`src/rtl/fifo_frame_reader.sv`:
```
// Frame reader: pulls header-prefixed frames from a normal-mode single-clock FIFO,
// drops the header, and streams payload words with sop/eop through a 2-entry skid buffer.
module fifo_frame_reader #(
    parameter int MAX_LEN = 1024
) (
    input  logic        clk,
    input  logic        reset,
    input  logic [63:0] fifo_q,
    input  logic        fifo_empty,
    output logic        fifo_rdreq,
    output logic [63:0] out_data,
    output logic        out_valid,
    input  logic        out_ready,
    output logic        out_sop,
    output logic        out_eop,
    output logic [15:0] out_len,
    output logic [31:0] frame_count,
    output logic        len_err,
    output logic        dbg_state
);

    localparam logic [16:0] MAX_LEN_W = 17'(MAX_LEN);

    typedef enum logic {
        HDR = 1'b0,
        PAY = 1'b1
    } state_t;

    typedef struct packed {
        logic [63:0] data;
        logic [15:0] len;
        logic        sop;
        logic        eop;
    } entry_t;

    state_t      state, state_next;
    logic [15:0] remaining, remaining_next;
    logic [15:0] frame_len, frame_len_next;
    logic        first, first_next;
    logic        inflight;
    logic        err_next;

    entry_t      slot0, slot1, slot0_next, slot1_next, push_entry;
    logic [1:0]  count, count_next;
    logic        push, pop, head_load;
    logic [2:0]  pending;
    logic [15:0] hdr_n;
    logic        hdr_ok;

    // Handshake: a word moves downstream in any cycle where out_valid && out_ready;
    // head entry is held unchanged otherwise.
    assign out_valid = (count != 2'd0);
    assign pop       = out_valid && out_ready;
    assign out_data  = out_valid ? slot0.data : 64'd0;
    assign out_sop   = out_valid && slot0.sop;
    assign out_eop   = out_valid && slot0.eop;
    assign dbg_state = (state == PAY);

    // Credit counts the slot freed by this cycle's pop so a steady stream runs at one word per cycle.
    assign pending    = {1'b0, count} + {2'b00, inflight} - {2'b00, pop};
    assign fifo_rdreq = !reset && !fifo_empty && (pending < 3'd2);

    assign hdr_n  = fifo_q[15:0];
    assign hdr_ok = (hdr_n != 16'd0) && ({1'b0, hdr_n} <= MAX_LEN_W);

    always_comb begin
        state_next     = state;
        remaining_next = remaining;
        frame_len_next = frame_len;
        first_next     = first;
        err_next       = 1'b0;
        push           = 1'b0;
        push_entry     = '0;
        if (inflight) begin
            case (state)
                HDR: begin
                    if (hdr_ok) begin
                        remaining_next = hdr_n;
                        frame_len_next = hdr_n;
                        first_next     = 1'b1;
                        state_next     = PAY;
                    end else begin
                        err_next = 1'b1;
                    end
                end
                PAY: begin
                    push            = 1'b1;
                    push_entry.data = fifo_q;
                    push_entry.len  = frame_len;
                    push_entry.sop  = first;
                    push_entry.eop  = (remaining == 16'd1);
                    remaining_next  = remaining - 16'd1;
                    first_next      = 1'b0;
                    if (remaining == 16'd1) begin
                        state_next = HDR;
                    end
                end
                default: ;
            endcase
        end
    end

    always_comb begin
        slot0_next = slot0;
        slot1_next = slot1;
        count_next = count;
        case ({push, pop})
            2'b10: begin
                if (count == 2'd0) begin
                    slot0_next = push_entry;
                end else begin
                    slot1_next = push_entry;
                end
                count_next = count + 2'd1;
            end
            2'b01: begin
                slot0_next = slot1;
                count_next = count - 2'd1;
            end
            2'b11: begin
                if (count == 2'd1) begin
                    slot0_next = push_entry;
                end else begin
                    slot0_next = slot1;
                    slot1_next = push_entry;
                end
            end
            default: ;
        endcase
    end

    // out_len only follows a new head entry that starts a frame.
    assign head_load = (push && (count == 2'd0)) || (pop && (count_next != 2'd0));

    always_ff @(posedge clk) begin
        if (reset) begin
            state       <= HDR;
            remaining   <= '0;
            frame_len   <= '0;
            first       <= 1'b0;
            inflight    <= 1'b0;
            slot0       <= '0;
            slot1       <= '0;
            count       <= '0;
            out_len     <= '0;
            frame_count <= '0;
            len_err     <= 1'b0;
        end else begin
            state     <= state_next;
            remaining <= remaining_next;
            frame_len <= frame_len_next;
            first     <= first_next;
            inflight  <= fifo_rdreq;
            slot0     <= slot0_next;
            slot1     <= slot1_next;
            count     <= count_next;
            len_err   <= err_next;
            if (head_load && slot0_next.sop) begin
                out_len <= slot0_next.len;
            end
            if (pop && slot0.eop) begin
                frame_count <= frame_count + 32'd1;
            end
        end
    end

endmodule

```
`config.mk`:
```
export PLATFORM = sky130hd
export DESIGN_NAME = fifo_frame_reader
export DESIGN_NICKNAME = d
export VERILOG_FILES = /design/src/rtl/fifo_frame_reader.sv
export SDC_FILE = /design/constraint.sdc
export NUM_CORES = 1
export LEC_CHECK = 0
export ABC_CLOCK_PERIOD_IN_PS = 4500
export CAP_MARGIN = 20
export CORE_ASPECT_RATIO = 0.8
export CORE_UTILIZATION = 57
export DETAILED_ROUTE_END_ITERATION = 8
export PLACE_DENSITY_LB_ADDON = 0.3
export SYNTH_ARGS = -nofsm -noshare
export SYNTH_HDL_FRONTEND = slang
export SYNTH_SLANG_ARGS = --single-unit
```
`constraint.sdc`:
```
create_clock -name clk -period 4.5 [get_ports clk]
set_input_delay 0.45 -clock clk [delete_from_list [all_inputs] [get_ports clk]]
set_output_delay 0.45 -clock clk [all_outputs]
set_load 0.01 [all_outputs]
```
==> flow_summary_export.csv, run 1 <==
group,metric,value,unit
power_and_ir_drop,ir_drop,0.0002492,V
detailed_routing,drtIter0Drc,945,
final_layout,regArea,5005,um2
hold_path,hold_depth,2,
power_and_ir_drop,p_sw,0.9231,mW
setup_path,r2r_start,"inflight",
detailed_routing,via_per_inst,5.853,
detailed_routing,drtPass1Iterations,6,
power_and_ir_drop,leakage,4.696,nW
power_and_ir_drop,seqPwrFrac,49.1,%
detailed_routing,wl_per_cell,17.10,um
yosys,netlist_area,10830,um2
cts,cts_tree,"yes",
sta,min_period,3710,ps
sta,fin_setup_tns,0,ps
final_layout,antenna_cells,0,
yosys,synth_top_area_share,46.23,%
final_layout,drive_gt1_share,5.056,%
power_and_ir_drop,power.share.clock,47.5,%
sta,relSlewSlack,30.60,%
place,pre_cts_ws,1051,ps
cts,htreeDepth,1,
yosys,ys.warnings.count,0,
setup_path,path_class,"reg2out",
detailed_routing,wl,28.68,mm
place,dpl.hpwl,17.47,mm
cts,cts_setup_buffers,0,
cts,ctsResizeCount,0,
final_layout,fin_cells,1677,
grt,grt_max_degree,114,
floorplan,ios,186,
sta,hold_violations,0,
floorplan,fp-row-count,44,
setup_path,crit_chain,"inv_1 -> ha_2 -> nor2b_1 -> ha_1 -> nand2b_1 -> fa_1 -> xor2_1 -> nor4b_1 -> clkdlybuf4s50_1",
yosys,synth.area.top_cells,"dfxtp_1 46%, nand2_1 7.3%, a22oi_1 5.8%",
floorplan,start_util,58.88,%
setup_path,ff2ff_setup_slack,1470,ps
sta,drv_slew,0,
place,port-buffer-count,185,
run,cap_violations,0,
detailed_routing,num_vias,9816,
yosys,synth-async-reset-ratio,0,%
cts,clock_latency,520,ps
power_and_ir_drop,p_int,3.593,mW
setup_path,crit_required,4050,ps
yosys,syn-instance-count,1278,
setup_path,cpMaxStageDelayCell,"clkdlybuf4s50_1",
place,dp_cells,1639,
setup_path,rr_worst_depth,10,
cts,clkSinkCount,250,
floorplan,dieArea,19550,um2
floorplan,dieHeight,125.3,um
sta,post-route-period-util,82.45,%
final_layout,syn_to_final_growth,26.15,%
yosys,synth_cell_types,57,
grt,grt_overflow_total,0,
setup_path,r2r_end,"slot1[44]",
hold_path,min_to,"slot0[5]",
hold_path,hold_class,"reg2reg",
grt,grt_pass1_vias,9228,
place,gp_congestion,0.8641,
final_layout,nFillCells,1421,
yosys,synth-edff-count,0,
cts,clk_pin_slew_worst_paths,60,ps
sta,setup_ws,789.8,ps
yosys,syn_avg_cell_area,8.472,um2
final_layout,multi_input_area,5363,um2
grt,antenna_found_initial,0,
sta,clock_skew,9.711,ps
hold_path,hp-start,"slot0[5]",
sta,setup_violations,0,
power_and_ir_drop,power_frac_comb,3.4,%
grt,grt.total_usage,28.65,%
setup_path,startpoint,"count[0]",
sta,worst_slew_pin_slew,1041,ps
place,place_area,12830,um2
sta,max_freq,0.2695,GHz
yosys,synth.ff_latch_count,250,
yosys,yosysTopAreaCell,"dfxtp_1",
power_and_ir_drop,swShare,20.44,%
power_and_ir_drop,powerDensity,330.6,nW/um2
yosys,synth_flop_cell,"dfxtp_1",
floorplan,die_w,156.1,um
floorplan,core,18390,um2
setup_path,crit_fanout,6,
detailed_routing,drc,0,
yosys,syn_nets,1358,
setup_path,cp.arrival,3260,ps
cts,holdBufCountCts,0,
sta,rsz0062_at_grt,"false",
final_layout,fin_nets,1492,
setup_path,critPathLaunchType,"flop",
setup_path,worstSetupEndpointType,"primary output",
setup_path,slowest_delay,600,ps
detailed_routing,postRouteAntennaNets,0,
status,status,"finished clean",
cts,cts_buffers,24,
final_layout,design_area,13660,um2
grt,grt_pass1_wl,46.03,mm
yosys,yosysSeqAreaShare,46.23,%
cts,cts_root_buffer,"clkbuf_16",
cts,clock_path_buffers,3,
cell usage in the layout, fill, tap and decap left out, types with 3 or more instances in the layout:
cell               n
nand4b_1           3
xor2_1            11
buf_4             14
a21oi_1          106
and4_1             7
clkbuf_16         25
clkdlybuf4s50_1  184
nand4_1           10
nor2_1           115
or4_1              4
a211oi_1           6
nand3_1           15
dfxtp_1          250
and3_1             9
o21ai_0           16
inv_1             32
a22oi_1           84
ha_1              10
clkbuf_8           5
nor4b_1            4
a22o_1            66
nor4_1            12
mux2i_1           26
nand2b_1           7
bufinv_16          4
nor3_1            13
nand2_1          211
nand3b_1           4
o311a_1            3
buf_12             3
and2_1             8
a2bb2oi_1         16
or3_1              7
nor2b_1           68
a31oi_1            8
xnor2_1           16
o31ai_1            3
or2_2              4
critical path: cells and delay by family (launching register included):
kind	cells	cell delay [ps]
AND/OR/NAND/NOR	3	620
buffers and inverters	2	710
adder cells (fa/ha/maj)	3	830
XOR/XNOR	1	160
flip-flops	1	430
per-stage QoR:
stage               hold WS [ps]  util (%)  total power, mW
floorplan                  415.1         -            2.321
global placement           429.0     69.75            2.416
detailed placement         430.8     69.75            2.417
CTS                        445.9     74.28            4.530
global route               465.4     74.28            4.646
finish                     443.5     74.28            4.516
registers in the layout, indices dropped and copies added, names as in the netlist:
register,count
dbg_state,1
frame_count,32
inflight,1
len_err,1
slot0,82
first,1
out_len,16
count,2
remaining,16
frame_len,16
slot1,82
worst max-delay path by stage:
stage	endpoint	slack (ps)
floorplan	fifo_rdreq	1480
global placement	fifo_rdreq	1100
detailed placement	fifo_rdreq	1050
CTS	fifo_rdreq	780
global route	fifo_rdreq	580
finish	fifo_rdreq	790
power groups by stage:
stage          logic [mW]  registers (mW)  clock network, mW
2_1_floorplan      0.0558            2.27                  0
3_3_place_gp        0.150            2.27                  0
3_5_place_dp        0.151            2.27                  0
4_1_cts             0.153            2.22               2.16
5_1_grt             0.165            2.21               2.27
6_report            0.155            2.22               2.14
cell families after synthesis:
group / count (synthesis) / synth area share, %
xor gates and xnor gates: 27 / 2.184
DFF: 250 / 46.23
AOI/OAI and AO/OA: 324 / 20.66
buffers and inverters: 127 / 4.530
muxes: 27 / 2.612
and+or+nand+nor: 511 / 22.33
adders and majority gates: 12 / 1.456
final cells by class:
type                            count  area share [%]
Inverter                           33          0.9069
Multi-Input combinational cell    901           39.26
Clock buffer                       32           5.139
Clock inverter                      6          0.9527
Timing Repair Buffer              202           14.78
Sequential cell                   250           36.64
Tap cell                          253           2.318
synthesized netlist by cell type (12+ instances only):
library cell,n
nor2b_1,68
inv_1,32
o21ai_0,16
mux2i_1,26
a22o_1,66
a22oi_1,84
xnor2_1,16
nand3_1,15
nor2_1,117
a2bb2oi_1,16
nand2_1,211
clkbuf_1,84
nor3_1,13
nor4_1,12
dfxtp_1,250
a21oi_1,107
metal layers:
metal / global-route usage, % / share of wire [%]
met2: 47.30 / 46
met4: 8.881 / 2.9
met3: 4.367 / 6.5
met5: 0 / 0
met1: 38.55 / 44
(Power assumes the default switching activity.)
==> run 2: changes to the inputs <==
- ABC_CLOCK_PERIOD_IN_PS: 4500 -> 3530
- CORE_UTILIZATION: 57 -> 53
- clock period: 4.5 -> 3.53 ns (I/O delays scaled with it)
==> run 2 against run 1 <==
  * Flip-flop and latch count is the same
  * Clock power grew 27%
  * Design area grew 0.25%
  * Cell count increased by 1.2%
  * Power increased by 27%
  * Largest power group unchanged
  * Count of clock-buffer cells in the layout rose by 3
  * Clock skew down 3.1 ps
  * Register-to-register slack got worse by 950 ps
  * Setup slack worse by 630 ps
  * Combinational power is 26% higher
  * Non-clock buffer count increased by 2
  * Sequential share of layout area is 0.090 points lower
==> flow_summary_export.csv, run 2 (synthesis gave the netlist of run 1 again) <==
group,metric,value,unit
place,port-buffer-count,185,
detailed_routing,wl,27.83,mm
cts,holdBufCountCts,0,
sta,clock_skew,6.601,ps
sta,hold_violations,0,
setup_path,crit_fanout,11,
grt,grt_pass1_vias,8831,
cts,htreeDepth,1,
setup_path,cpMaxStageDelayCell,"dfxtp_1",
setup_path,worst-path-buf-inv,2,
detailed_routing,postRouteAntennaNets,0,
floorplan,die_w,161.8,um
final_layout,largest_registers,"slot0: 82 flops, slot1: 82 flops, frame_count: 32 flops",
detailed_routing,drtIter0Drc,847,
final_layout,final_common_cell,"dfxtp_1",
setup_path,slowest_delay,410,ps
place,dpl.hpwl,17.20,mm
final_layout,regArea,5005,um2
sta,drv_slew,0,
sta,worst_slew_pin_slew,1120,ps
setup_path,path_class,"reg2out",
sta,fin_setup_tns,0,ps
detailed_routing,drc,0,
grt,grt_max_degree,110,
cts,cts_root_buffer,"clkbuf_16",
sta,rsz0062_at_grt,"false",
power_and_ir_drop,leakage,4.718,nW
final_layout,fin_nets,1494,
setup_path,crit_chain,"inv_1 -> ha_2 -> nor2b_1 -> ha_1 -> nand2b_1 -> fa_1 -> xor2_1 -> nor4b_1 -> dlygate4sd2_1",
run,cap_violations,0,
hold_path,hold_class,"in2reg",
final_layout,nFillCells,1637,
place,gp_congestion,0.8340,
cts,cts_buffers,24,
setup_path,crit_required,3180,ps
grt,antenna_found_initial,1,
floorplan,dieHeight,129.8,um
floorplan,start_util,54.37,%
status,status,"finished clean",
grt,grt_pass1_wl,44.21,mm
cts,clkSinkCount,250,
floorplan,fp-row-count,46,
cts,clock_latency,520,ps
power_and_ir_drop,ir_drop,0.0003113,V
floorplan,core,19910,um2
final_layout,layout_common_cells,"250 x dfxtp_1, 211 x nand2_1, 183 x clkdlybuf4s50_1",
cts,cts_setup_buffers,0,
cts,ctsResizeCount,1,
final_layout,drive_gt1_share,5.656,%
final_layout,syn_to_final_growth,26.46,%
floorplan,ios,186,
sta,max_freq,0.2969,GHz
sta,relSlewSlack,25.17,%
setup_path,worstSetupEndpointType,"primary output",
sta,setup_violations,0,
sta,min_period,3369,ps
grt,grt.total_usage,25.47,%
detailed_routing,drtPass1Iterations,5,
final_layout,multi_input_area,5363,um2
cts,clk_pin_slew_worst_paths,60,ps
grt,grt_overflow_total,0,
power_and_ir_drop,powerDensity,418.2,nW/um2
floorplan,dieArea,21010,um2
cts,clock_path_buffers,3,
cts,cts_tree,"yes",
setup_path,cp.arrival,3020,ps
detailed_routing,num_vias,9766,
detailed_routing,wl_per_cell,16.40,um
setup_path,critPathLaunchType,"flop",
power_and_ir_drop,finalPower,5.726,mW
detailed_routing,via_per_inst,5.755,
setup_path,cp_top_family,"adder cells",
sta,post-route-period-util,95.43,%
-- run 2: cell types whose count changed in the layout (fill, tap and decap cells not counted) --
cell / previous run / this run
dlygate4sd2_1: 0 / 1
clkbuf_1: 2 / 1
buf_12: 3 / 2
diode_2: 0 / 1
buf_4: 14 / 17
bufinv_16: 4 / 2
clkbuf_8: 5 / 10
clkinv_2: 2 / 6
clkbuf_16: 25 / 24
clkdlybuf4s50_1: 184 / 183
clkinv_8: 0 / 1
-- run 2: routing by layer --
metal	up-vias	GRT usage, %	wire length (um)
met5	-	0	0
li1	4732	-	-
met3	61	3.274	1575
met2	324	40.95	12640
met4	0	8.546	923
met1	4649	35.52	12690
-- run 2: path summary, 6_finish.rpt --
check             startpoint               to  slack, ps  depth (start not counted)
setup / recovery    count[0]       fifo_rdreq        160                          9
hold / removal         reset  frame_count[21]        350                          2
setup reg to reg    count[1]       out_len[5]        520                         13
hold reg to reg     slot0[7]         slot0[7]        440                          2
-- run 2: cell type report --
class,instances,area share (%)
Multi-Input combinational cell,901,39.17
Sequential cell,250,36.55
Clock buffer,35,5.419
Antenna cell,1,0.01828
Timing Repair Buffer,204,14.75
Tap cell,264,2.412
Inverter,33,0.9047
Clock inverter,9,0.7768
-- run 2: power breakdown --
group	switching, mW	leakage, nW	internal [mW]
clock	1.10	0.427	1.61
sequential	0.00226	2.01	2.82
combinational	0.109	2.28	0.0858
-- run 2: through the flow --
step                hold WS [ps]  setup slack (ps)  instances  instance area (um2)  utilization, %
global placement           427.9             304.7       1651                12830           64.45
global route               390.1             13.69       1697                13690           68.75
detailed placement         430.2             294.2       1651                12830           64.45
finish                     350.4             161.5       1697                13690           68.75
CTS                        360.2             144.2       1695                13680           68.70
floorplan                  415.1             610.3       1278                10830               -
==> run 3: changes to the inputs <==
==> constraint.sdc (replaced) <==
create_clock -name clk -period 3.53 [get_ports clk]
set_input_delay 0.353 -clock clk [delete_from_list [all_inputs] [get_ports clk]]
set_output_delay 0.353 -clock clk [all_outputs]
set_load 0.02 [all_outputs]
==> run 3 against run 2 <==
  * Clock power is essentially flat
  * Combinational power is essentially flat
  * Cell count grew 0.12%
  * Maximum frequency grew 3.3%
  * Design area is essentially flat
  * Critical path type unchanged
  * Clock skew grew 2.2 ps
  * Flip-flop and latch count is the same
  * First-iteration DRC count grew 0.12%
  * Utilization grew 0.063 points
  * Sequential share of layout area is essentially flat
  * Wire length shrank 1.0%
  * Global-route usage is essentially flat
==> flow_summary_export.csv, run 3 (synthesis gave the netlist of run 1 again) <==
group,metric,value,unit
cts,clkSinkCount,250,
final_layout,nFillCells,1659,
detailed_routing,postRouteAntennaNets,0,
floorplan,start_util,54.37,%
grt,antenna_found_initial,0,
cts,cts_buffers,25,
sta,max_freq,0.3068,GHz
hold_path,hold_class,"in2reg",
run,cap_violations,0,
final_layout,largest_registers,"slot0: 82 flops, slot1: 82 flops, frame_count: 32 flops",
setup_path,slowest_delay,410,ps
cts,clk_pin_slew_worst_paths,60,ps
sta,post-route-period-util,92.34,%
setup_path,worst-path-buf-inv,2,
place,dpl.hpwl,17.26,mm
cts,cts_tree,"yes",
place,port-buffer-count,185,
cts,clock_path_buffers,3,
final_layout,final_common_cell,"dfxtp_1",
sta,rsz0062_at_grt,"false",
detailed_routing,wl,27.55,mm
sta,relSlewSlack,43.10,%
setup_path,cp.arrival,2910,ps
setup_path,path_class,"reg2out",
floorplan,core,19910,um2
setup_path,cp_top_family,"adder cells",
final_layout,fin_nets,1496,
sta,hold_violations,0,
grt,grt.total_usage,25.50,%
setup_path,worstSetupEndpointType,"primary output",
final_layout,layout_common_cells,"250 x dfxtp_1, 211 x nand2_1, 183 x clkdlybuf4s50_1",
cts,cts_setup_buffers,0,
final_layout,regArea,5005,um2
detailed_routing,via_per_inst,5.703,
cts,clock_latency,530,ps
place,gp_congestion,0.8413,
grt,grt_pass1_vias,8682,
setup_path,critPathLaunchType,"flop",
power_and_ir_drop,powerDensity,418.6,nW/um2
power_and_ir_drop,ir_drop,0.0003231,V
final_layout,multi_input_area,5363,um2
final_layout,syn_to_final_growth,26.58,%
detailed_routing,drtPass1Iterations,5,
grt,grt_max_degree,129,
power_and_ir_drop,leakage,4.716,nW
detailed_routing,num_vias,9689,
cts,cts_root_buffer,"clkbuf_16",
detailed_routing,wl_per_cell,16.22,um
setup_path,crit_chain,"inv_1 -> ha_2 -> nor2b_1 -> ha_1 -> nand2b_1 -> fa_1 -> xor2_1 -> nor4b_1 -> clkbuf_2",
floorplan,die_w,161.8,um
grt,grt_pass1_wl,44.30,mm
setup_path,crit_required,3180,ps
final_layout,drive_gt1_share,5.505,%
sta,clock_skew,8.788,ps
sta,min_period,3260,ps
status,status,"finished clean",
sta,worst_slew_pin_slew,852.6,ps
final_layout,antenna_cells,0,
setup_path,crit_fanout,11,
floorplan,ios,186,
grt,grt_overflow_total,0,
sta,drv_slew,0,
floorplan,dieArea,21010,um2
sta,setup_violations,0,
sta,hold-worst-slack,296.1,ps
floorplan,dieHeight,129.8,um
detailed_routing,drc,0,
cts,htreeDepth,1,
floorplan,fp-row-count,46,
setup_path,cpMaxStageDelayCell,"dfxtp_1",
sta,fin_setup_tns,0,ps
detailed_routing,drtIter0Drc,848,
## run 3: changes by cell type in the layout (fill, tap and decap cells not counted), sizes merged
| cell | delta |
|---|---|
| buf | +1 |
| bufinv | -1 |
| clkbuf | +9 |
| clkinv | -6 |
| diode | -1 |
| dlygate4sd2 | -1 |
| inv | +1 |
## run 3: worst paths after layout
kind | cells after the start | slack [ps] | endpoint | startpoint
worst min register to register | 2 | 450 | slot0[16] | slot0[16]
worst min-delay path | 2 | 300 | frame_count[17] | reset
worst max-delay path | 9 | 270 | fifo_rdreq | count[0]
worst max register to register | 13 | 550 | out_len[5] | count[0]
## run 3: per-layer routing
| metal | track usage (%) | part of all wire, % | vias up |
|---|---|---|---|
| li1 | - | - | 4734 |
| met5 | 0 | 0 | - |
| met4 | 7.159 | 2.5 | 0 |
| met3 | 3.846 | 6.1 | 54 |
| met2 | 40.07 | 45 | 308 |
| met1 | 36.46 | 47 | 4593 |
## run 3: power by group
part | internal, mW | switching, mW
clock network | 1.61 | 1.10
registers | 2.82 | 0.00230
logic | 0.0865 | 0.110
## run 3: what timing repair did
| item | CTS | global route |
|---|---|---|
| hold buffers | 0 | 0 |
| hold endpoints to repair | 0 | 0 |
| setup endpoints to repair | 1 | 1 |
| resized for setup | 1 | 3 |
## run 3: through the flow
stage | cell area [um2] | setup WS, ps | total power [mW] | utilization [%] | std cells
2_1_floorplan | 10830 | 315.8 | 2.960 | - | 1278
3_3_place_gp | 12850 | 249.1 | 3.081 | 64.55 | 1652
3_5_place_dp | 12850 | 236.8 | 3.082 | 64.55 | 1652
4_1_cts | 13700 | 98.58 | 5.759 | 68.80 | 1698
5_1_grt | 13700 | 72.30 | 5.895 | 68.82 | 1699
6_report | 13700 | 270.4 | 5.737 | 68.82 | 1699
## run 3: area by class of cell
cell class	instances	area share [%]
Tap cell	264	2.410
Sequential cell	250	36.52
Clock inverter	3	0.3195
Inverter	33	0.9039
Clock buffer	43	5.861
Multi-Input combinational cell	901	39.13
Timing Repair Buffer	205	14.85
